[src/rtl/fwft_fifo_ctl.sv]
// First-word-fall-through FIFO with occupancy count, threshold flags,
// sticky overflow/underflow flags and a synchronous flush.
module fwft_fifo_ctl #(
  parameter int unsigned DATA_WIDTH = 8,
  parameter int unsigned ADDR_WIDTH = 4,
  parameter int unsigned AF_LEVEL   = (2 ** ADDR_WIDTH) - 2,
  parameter int unsigned AE_LEVEL   = 2
) (
  input  logic                  clk,
  input  logic                  rst,
  input  logic                  flush,
  input  logic                  err_clr,
  input  logic                  wr_en,
  input  logic [DATA_WIDTH-1:0] din,
  input  logic                  rd_en,
  output logic [DATA_WIDTH-1:0] dout,
  output logic                  empty,
  output logic                  full,
  output logic                  almost_full,
  output logic                  almost_empty,
  output logic [ADDR_WIDTH:0]   count,
  output logic                  overflow,
  output logic                  underflow
);

  localparam int unsigned DEPTH = 2 ** ADDR_WIDTH;
  localparam int unsigned CW    = ADDR_WIDTH + 1;

  logic [DATA_WIDTH-1:0] mem [DEPTH];
  logic [ADDR_WIDTH-1:0] wr_ptr;
  logic [ADDR_WIDTH-1:0] rd_ptr;

  logic          wr_acc;
  logic          rd_acc;
  logic          load;
  logic [CW-1:0] stored;
  logic [CW-1:0] count_nxt;

  // Words resident in storage and not yet in the output register; the
  // registered count excludes this cycle's write, so only settled words count.
  always_comb begin
    wr_acc    = wr_en && !full;
    rd_acc    = rd_en && !empty;
    stored    = count - CW'(!empty);
    load      = (empty || rd_acc) && (stored != '0);
    count_nxt = count;
    case ({wr_acc, rd_acc})
      2'b10:   count_nxt = count + CW'(1);
      2'b01:   count_nxt = count - CW'(1);
      default: count_nxt = count;
    endcase
  end

  // Storage array is never reset or flushed.
  always_ff @(posedge clk) begin
    if (wr_acc && !flush) begin
      mem[wr_ptr] <= din;
    end
  end

  always_ff @(posedge clk or posedge rst) begin
    if (rst) begin
      wr_ptr       <= '0;
      rd_ptr       <= '0;
      count        <= '0;
      dout         <= '0;
      empty        <= 1'b1;
      full         <= 1'b0;
      almost_full  <= 1'b0;
      almost_empty <= 1'b1;
      overflow     <= 1'b0;
      underflow    <= 1'b0;
    end else if (flush) begin
      wr_ptr       <= '0;
      rd_ptr       <= '0;
      count        <= '0;
      dout         <= '0;
      empty        <= 1'b1;
      full         <= 1'b0;
      almost_full  <= 1'b0;
      almost_empty <= 1'b1;
      overflow     <= 1'b0;
      underflow    <= 1'b0;
    end else begin
      if (wr_acc) begin
        wr_ptr <= wr_ptr + ADDR_WIDTH'(1);
      end
      if (load) begin
        dout   <= mem[rd_ptr];
        rd_ptr <= rd_ptr + ADDR_WIDTH'(1);
        empty  <= 1'b0;
      end else if (rd_acc) begin
        empty  <= 1'b1;
      end
      count        <= count_nxt;
      full         <= (count_nxt == CW'(DEPTH));
      almost_full  <= (count_nxt >= CW'(AF_LEVEL));
      almost_empty <= (count_nxt <= CW'(AE_LEVEL));
      // A new error event wins over a simultaneous clear.
      if (wr_en && full) begin
        overflow <= 1'b1;
      end else if (err_clr) begin
        overflow <= 1'b0;
      end
      if (rd_en && empty) begin
        underflow <= 1'b1;
      end else if (err_clr) begin
        underflow <= 1'b0;
      end
    end
  end

endmodule

[config.mk]
export PLATFORM = sky130hd
export DESIGN_NAME = fwft_fifo_ctl
export DESIGN_NICKNAME = d
export VERILOG_FILES = /design/src/rtl/fwft_fifo_ctl.sv
export SDC_FILE = /design/constraint.sdc
export NUM_CORES = 1
export LEC_CHECK = 0
export ABC_AREA = 1
export BUFFER_PORTS_ARGS = -buffer_cell sky130_fd_sc_hd__buf_2
export CORE_UTILIZATION = 55
export CTS_CLUSTER_DIAMETER = 30
export DETAILED_ROUTE_END_ITERATION = 8
export GPL_ROUTABILITY_DRIVEN = 0
export PLACE_DENSITY = 0.84
export RECOVER_POWER = 50
export SYNTH_ARGS = -nofsm -noshare
export SYNTH_HDL_FRONTEND = slang
export SYNTH_SLANG_ARGS = --single-unit
[constraint.sdc]
create_clock -name clk -period 2.1 [get_ports clk]
set_clock_uncertainty 0.1 [all_clocks]
set_input_delay 0.105 -clock clk [delete_from_list [all_inputs] [get_ports clk]]
set_output_delay 0.105 -clock clk [all_outputs]
set_load 0.005 [all_outputs]
# Yosys cells after proc, flatten, opt, wreduce, memory -nomap -nowiden
# Memory sizes are Yosys's and may differ from the RTL's.
# Index checks and enable logic that the tools add are counted.
# word_totals
n_memories	1
ram_bits	128
output_inout_bits	19
ff_bits	27
# mem_list
memory	words	word_bits	read_ports	rd_ports_with_merged_regs	wr	line_no	source
mem	16	8	1	0	1	29	logic [DATA_WIDTH-1:0] mem [DEPTH];
# op_classes
add_sub_neg	5
eq_ne	3
magnitude_cmp	2
mux	21
n_reduce_logical	16
# ops
op	count
2-to-1 mux 4 bit	4
2-to-1 mux 8 bit	2
2-to-1 mux 1 bit	13
case mux 5 bit (2 select lines)	1
nonzero test 3 bit	3
adder 4 x 1 -> 4 bit, second input constant	2
logical AND 1 bit	6
adder 5 x 1 -> 5 bit, second input constant	1
== test 5 bit, second input constant	1
greater-or-equal comparator 5 x 4 -> 1 bit, second input constant	1
<= comparator 5 x 2 -> 1 bit, second input constant	1
2-to-1 mux 5 bit	1
nonzero test 5 bit	1
subtractor 5 x 1 -> 5 bit	1
subtractor 5 x 1 -> 5 bit, second input constant	1
nonzero test 2 bit	2
logical NOT 1 bit	3
== test 2 x 1 -> 1 bit, second input constant	1
== test 2 bit, second input constant	1
logical OR 1 bit	1

# Longest topological paths before layout
# depth
word_depth	6
mapped_depth	16
depth_no_buf	16

# Least setup slack after synthesis
# OpenSTA, ideal clock, no wires.
# synth_timing
path_kind	register -> register
startpoint	reg full
endpoint	mem mem[10][0] (enable)
stages_incl_launch_ff	6
synth_period_minus_slack_ns	1.993
t_arrival_ns	1.509
path_slack_ns	0.107
path_buffers	0
required_ns	1.617
cell_sequence	dfrtp_1 inv_1 nand2_2 nor2_1 inv_1 nor3_1
# synth_via
elab_chain_cells	5
# synth_rtl
element	line_no	source
start: declaration	18	output logic full,
start signal: assignment	96	full <= (count_nxt == CW'(DEPTH));
logical NOT 1 bit	42	wr_acc = wr_en && !full;
logical AND 1 bit	42	
logical AND 1 bit	56	if (wr_acc && !flush) begin
2-to-1 mux 1 bit	56	
2-to-1 mux 1 bit (implied by the code)	57	mem[wr_ptr] <= din;
end: declaration	29	
# Every way passes these cells.

# Worst setup path in the final report
# layout_timing
startpoint	reg empty
endpoint	reg rd_ptr[0]
# layout_via
elab_chain_cells	5
# layout_rtl
element	line_no	source
start: declaration	17	output logic empty,
start signal: assignment	67	empty <= 1'b1;
start signal: assignment	78	empty <= 1'b1;
start signal: assignment	91	empty <= 1'b0;
logical NOT 1 bit	43, 44	
subtractor 5 x 1 -> 5 bit or logical AND 1 bit (tied branches)	44, 43	
nonzero test 5 bit or logical OR 1 bit (tied branches)	45	load = (empty || rd_acc) && (stored != '0);
logical AND 1 bit (*)	45	
nonzero test 2 bit (no source line) (*)	--	
end signal: assignment	90	rd_ptr <= rd_ptr + ADDR_WIDTH'(1);
end: declaration	31	logic [ADDR_WIDTH-1:0] rd_ptr;
# Mark *: on every way between the ends. The rest lies on a longest branch, timed or not.
# A chain may end at the register's enable or synchronous reset.

==> impl_metrics.py <==
metrics = {
    "power": {
        "leakage_nw": 2.92,
        "total_power_w": 0.00905,
        "ir_drop_uv": 1010,
        "power_density_nw_per_um2": 1180,
    },
    "clocking": {
        "cts_buffers": 17,
        "clk_latency_ps": 420,
        "clockBufferDepth": 2,
        "cts_sinks": 155,
        "ctsRootBufferMaster": "clkbuf_16",
        "clk_pin_slew_ps": 60,
        "htree_levels": 4,
        "cts_tree": "built",
    },
    "layout": {
        "fin_util": 0.668,
        "fill_cells": 786,
        "final_cell_mix": "edfxtp_1 (128), nor2_1 (100), o21ai_0 (70), nand2_1 (68), buf_4 (35)",
        "final_nets": 656,
        "multiInputGateArea_sq_um": 1780,
        "area_growth_pct": 17.6,
        "drive_above_1_share": 0.155,
        "seq_area_sq_um": 4520,
        "final_common_cell": "edfxtp_1",
        "n_antenna_cell": 0,
    },
    "critical_path": {
        "worst-path-max-fanout": 9,
        "end_kind": "register",
        "crit_path_start_kind": "register",
        "critPathKind": "register to register",
        "crit_arrival_ps": 2220,
        "required_ps": 2290,
    },
    "floorplan": {
        "rows": 39,
        "fp.dieW_um": 111,
        "die_h_um": 111,
        "core-area_sq_um": 11500,
        "io_pins": 33,
        "start_util": 0.568,
        "dieArea_sq_um": 12300,
    },
    "logic_synthesis": {
        "syn-num-nets": 584,
        "seq_area_frac_synth": 0.692,
        "yosys_warnings": 0,
        "syn_area_per_cell_sq_um": 11.6,
        "synthCells": 562,
        "synth_cell_types": 33,
        "synth_edf_count": 128,
        "synth_seq_cells": 155,
        "synth_ff_type": "edfxtp_1",
        "synthArstFlopShare": 0.174,
        "syn_area_sq_um": 6540,
    },
    "global_route": {
        "antenna_found_initial": 0,
        "grt_pass1_vias": 4631,
        "grtUsageTotal": 0.263,
        "grt_overflow": 0,
        "grt_max_degree": 34,
        "grt_pass1_wl_um": 24000,
    },
    "timing": {
        "drv_slew": 0,
        "rsz0062_at_grt": "yes",
        "finalHoldViolations": 0,
        "post-route-period-util": 0.965,
        "hold_ws_ps": 8.42,
        "relSlewSlack": 0.0184,
        "clock.fmax_ghz": 0.493,
        "post-route-min-period_ps": 2030,
        "worst_slew_pin_slew_ps": 1470,
        "finalSetupViolations": 0,
    },
    "drt": {
        "ant_nets": 0,
        "firstDrtPassIters": 5,
        "drt_iter0_drc": 567,
        "drc": 0,
        "drt_wl_total_um": 15400,
        "dr_total_vias": 4738,
        "avgViaCountPerCell": 6.01,
        "post_drt_wl_per_cell_um": 19.5,
    },
    "hold_path": {
        "hp-class": "primary input to register",
    },
    "place": {
        "numPortBuffers": 32,
        "dpl.hpwl_um": 9590,
    },
    "run_status": {
        "status": "finished clean",
    },
    "job": {
        "maxCapViolations": 0,
    },
}
## critical path, cell delays in order (launching register included)
cell and delay, ps:
dfstp_2 600, inv_1 70, ha_1 220, xnor2_1 200
nand4_1 160, o21ai_2 150, nor2_2 80, buf_4 170
nand2_1 60, o21ai_0 90
## what timing repair did
action | in CTS | in global routing
hold buffers | 14 | 0
buffers inserted | 0 | 4
endpoints found under the hold margin | 162 | 0
setup endpoints to repair | 0 | 16
gates resized for setup | 0 | 5
## registers in the layout, indices dropped and copies added, names as in the netlist
register and flops:
almost_empty 1, almost_full 1, count 5, dout 8, empty 1, full 1, mem 128, overflow 1
rd_ptr 4, underflow 1, wr_ptr 4
## path summary, 6_finish.rpt
path,to,slack [ps],depth (start not counted),start
hold / removal,wr_ptr[0],8,4,wr_en
setup reg to reg,rd_ptr[0],70,9,empty
max in group asynchronous,wr_ptr[1],410,4,rst
min in group asynchronous,dout[2],630,4,rst
hold reg to reg,dout[6],410,2,dout[6]
setup / recovery,rd_ptr[0],70,9,empty
## area by class of cell
type                    count  area share
clock buffers              19      0.0563
multi-input cells         351       0.231
repair buffers             81      0.0713
clock inverters            12      0.0163
flip-flops and latches    155       0.588
inverters                  28      0.0137
well taps                 143      0.0233
## power by group
part	leakage (nW)	switching [W]	internal, W
sequential	1.51	0.000141	0.00349
combinational	1.15	0.00165	0.000855
clock	0.259	0.00117	0.00173
## Yosys cell counts (2+ instances only)
master,count,area [sq um]
edfxtp_1,128,3840
nand3_2,2,20.0
inv_1,25,93.8
nor2_1,100,375
nor2_2,2,12.5
nor3_1,9,45.0
o221ai_1,16,140
dfstp_2,2,52.6
nand4_1,2,12.5
buf_6,2,22.5
buf_2,5,25.0
o21ai_0,71,355
a21oi_1,6,30.0
dfrtp_1,25,626
nand2_2,4,25.0
clkbuf_1,16,60.1
o211ai_1,12,90.1
xor2_1,3,26.3
nand2_1,68,255
ha_1,8,100
o22ai_1,4,25.0
o21ai_1,5,25.0
nand3_1,32,160
buf_4,5,37.5
inv_2,2,7.51
## cell families after synthesis
kind of cell | count (synthesis) | synth area share
mux | 1 | 0.00153
compound gates | 115 | 0.104
xor+xnor | 4 | 0.00536
flops | 155 | 0.692
buf+inv | 56 | 0.0383
fa+ha+maj | 8 | 0.0153
simple gates | 223 | 0.144
## per-stage QoR
step	std cells	worst slack (ps)	setup TNS (ps)	area (sq um)
2_1_floorplan	562	107	0	6540
3_3_place_gp	740	200	0	6960
3_5_place_dp	740	58.1	0	6960
4_1_cts	785	37.0	0	7660
5_1_grt	789	-23.8	-82.3	7690
6_report	789	73.3	0	7690
## layer usage
metal / GRT usage / share of wire
met3: 0.0689 / 0.095
met2: 0.415 / 0.48
met1: 0.342 / 0.38
met5: 0 / 0
met4: 0.126 / 0.037
No activity file was read; power rests on OpenSTA's default activity.
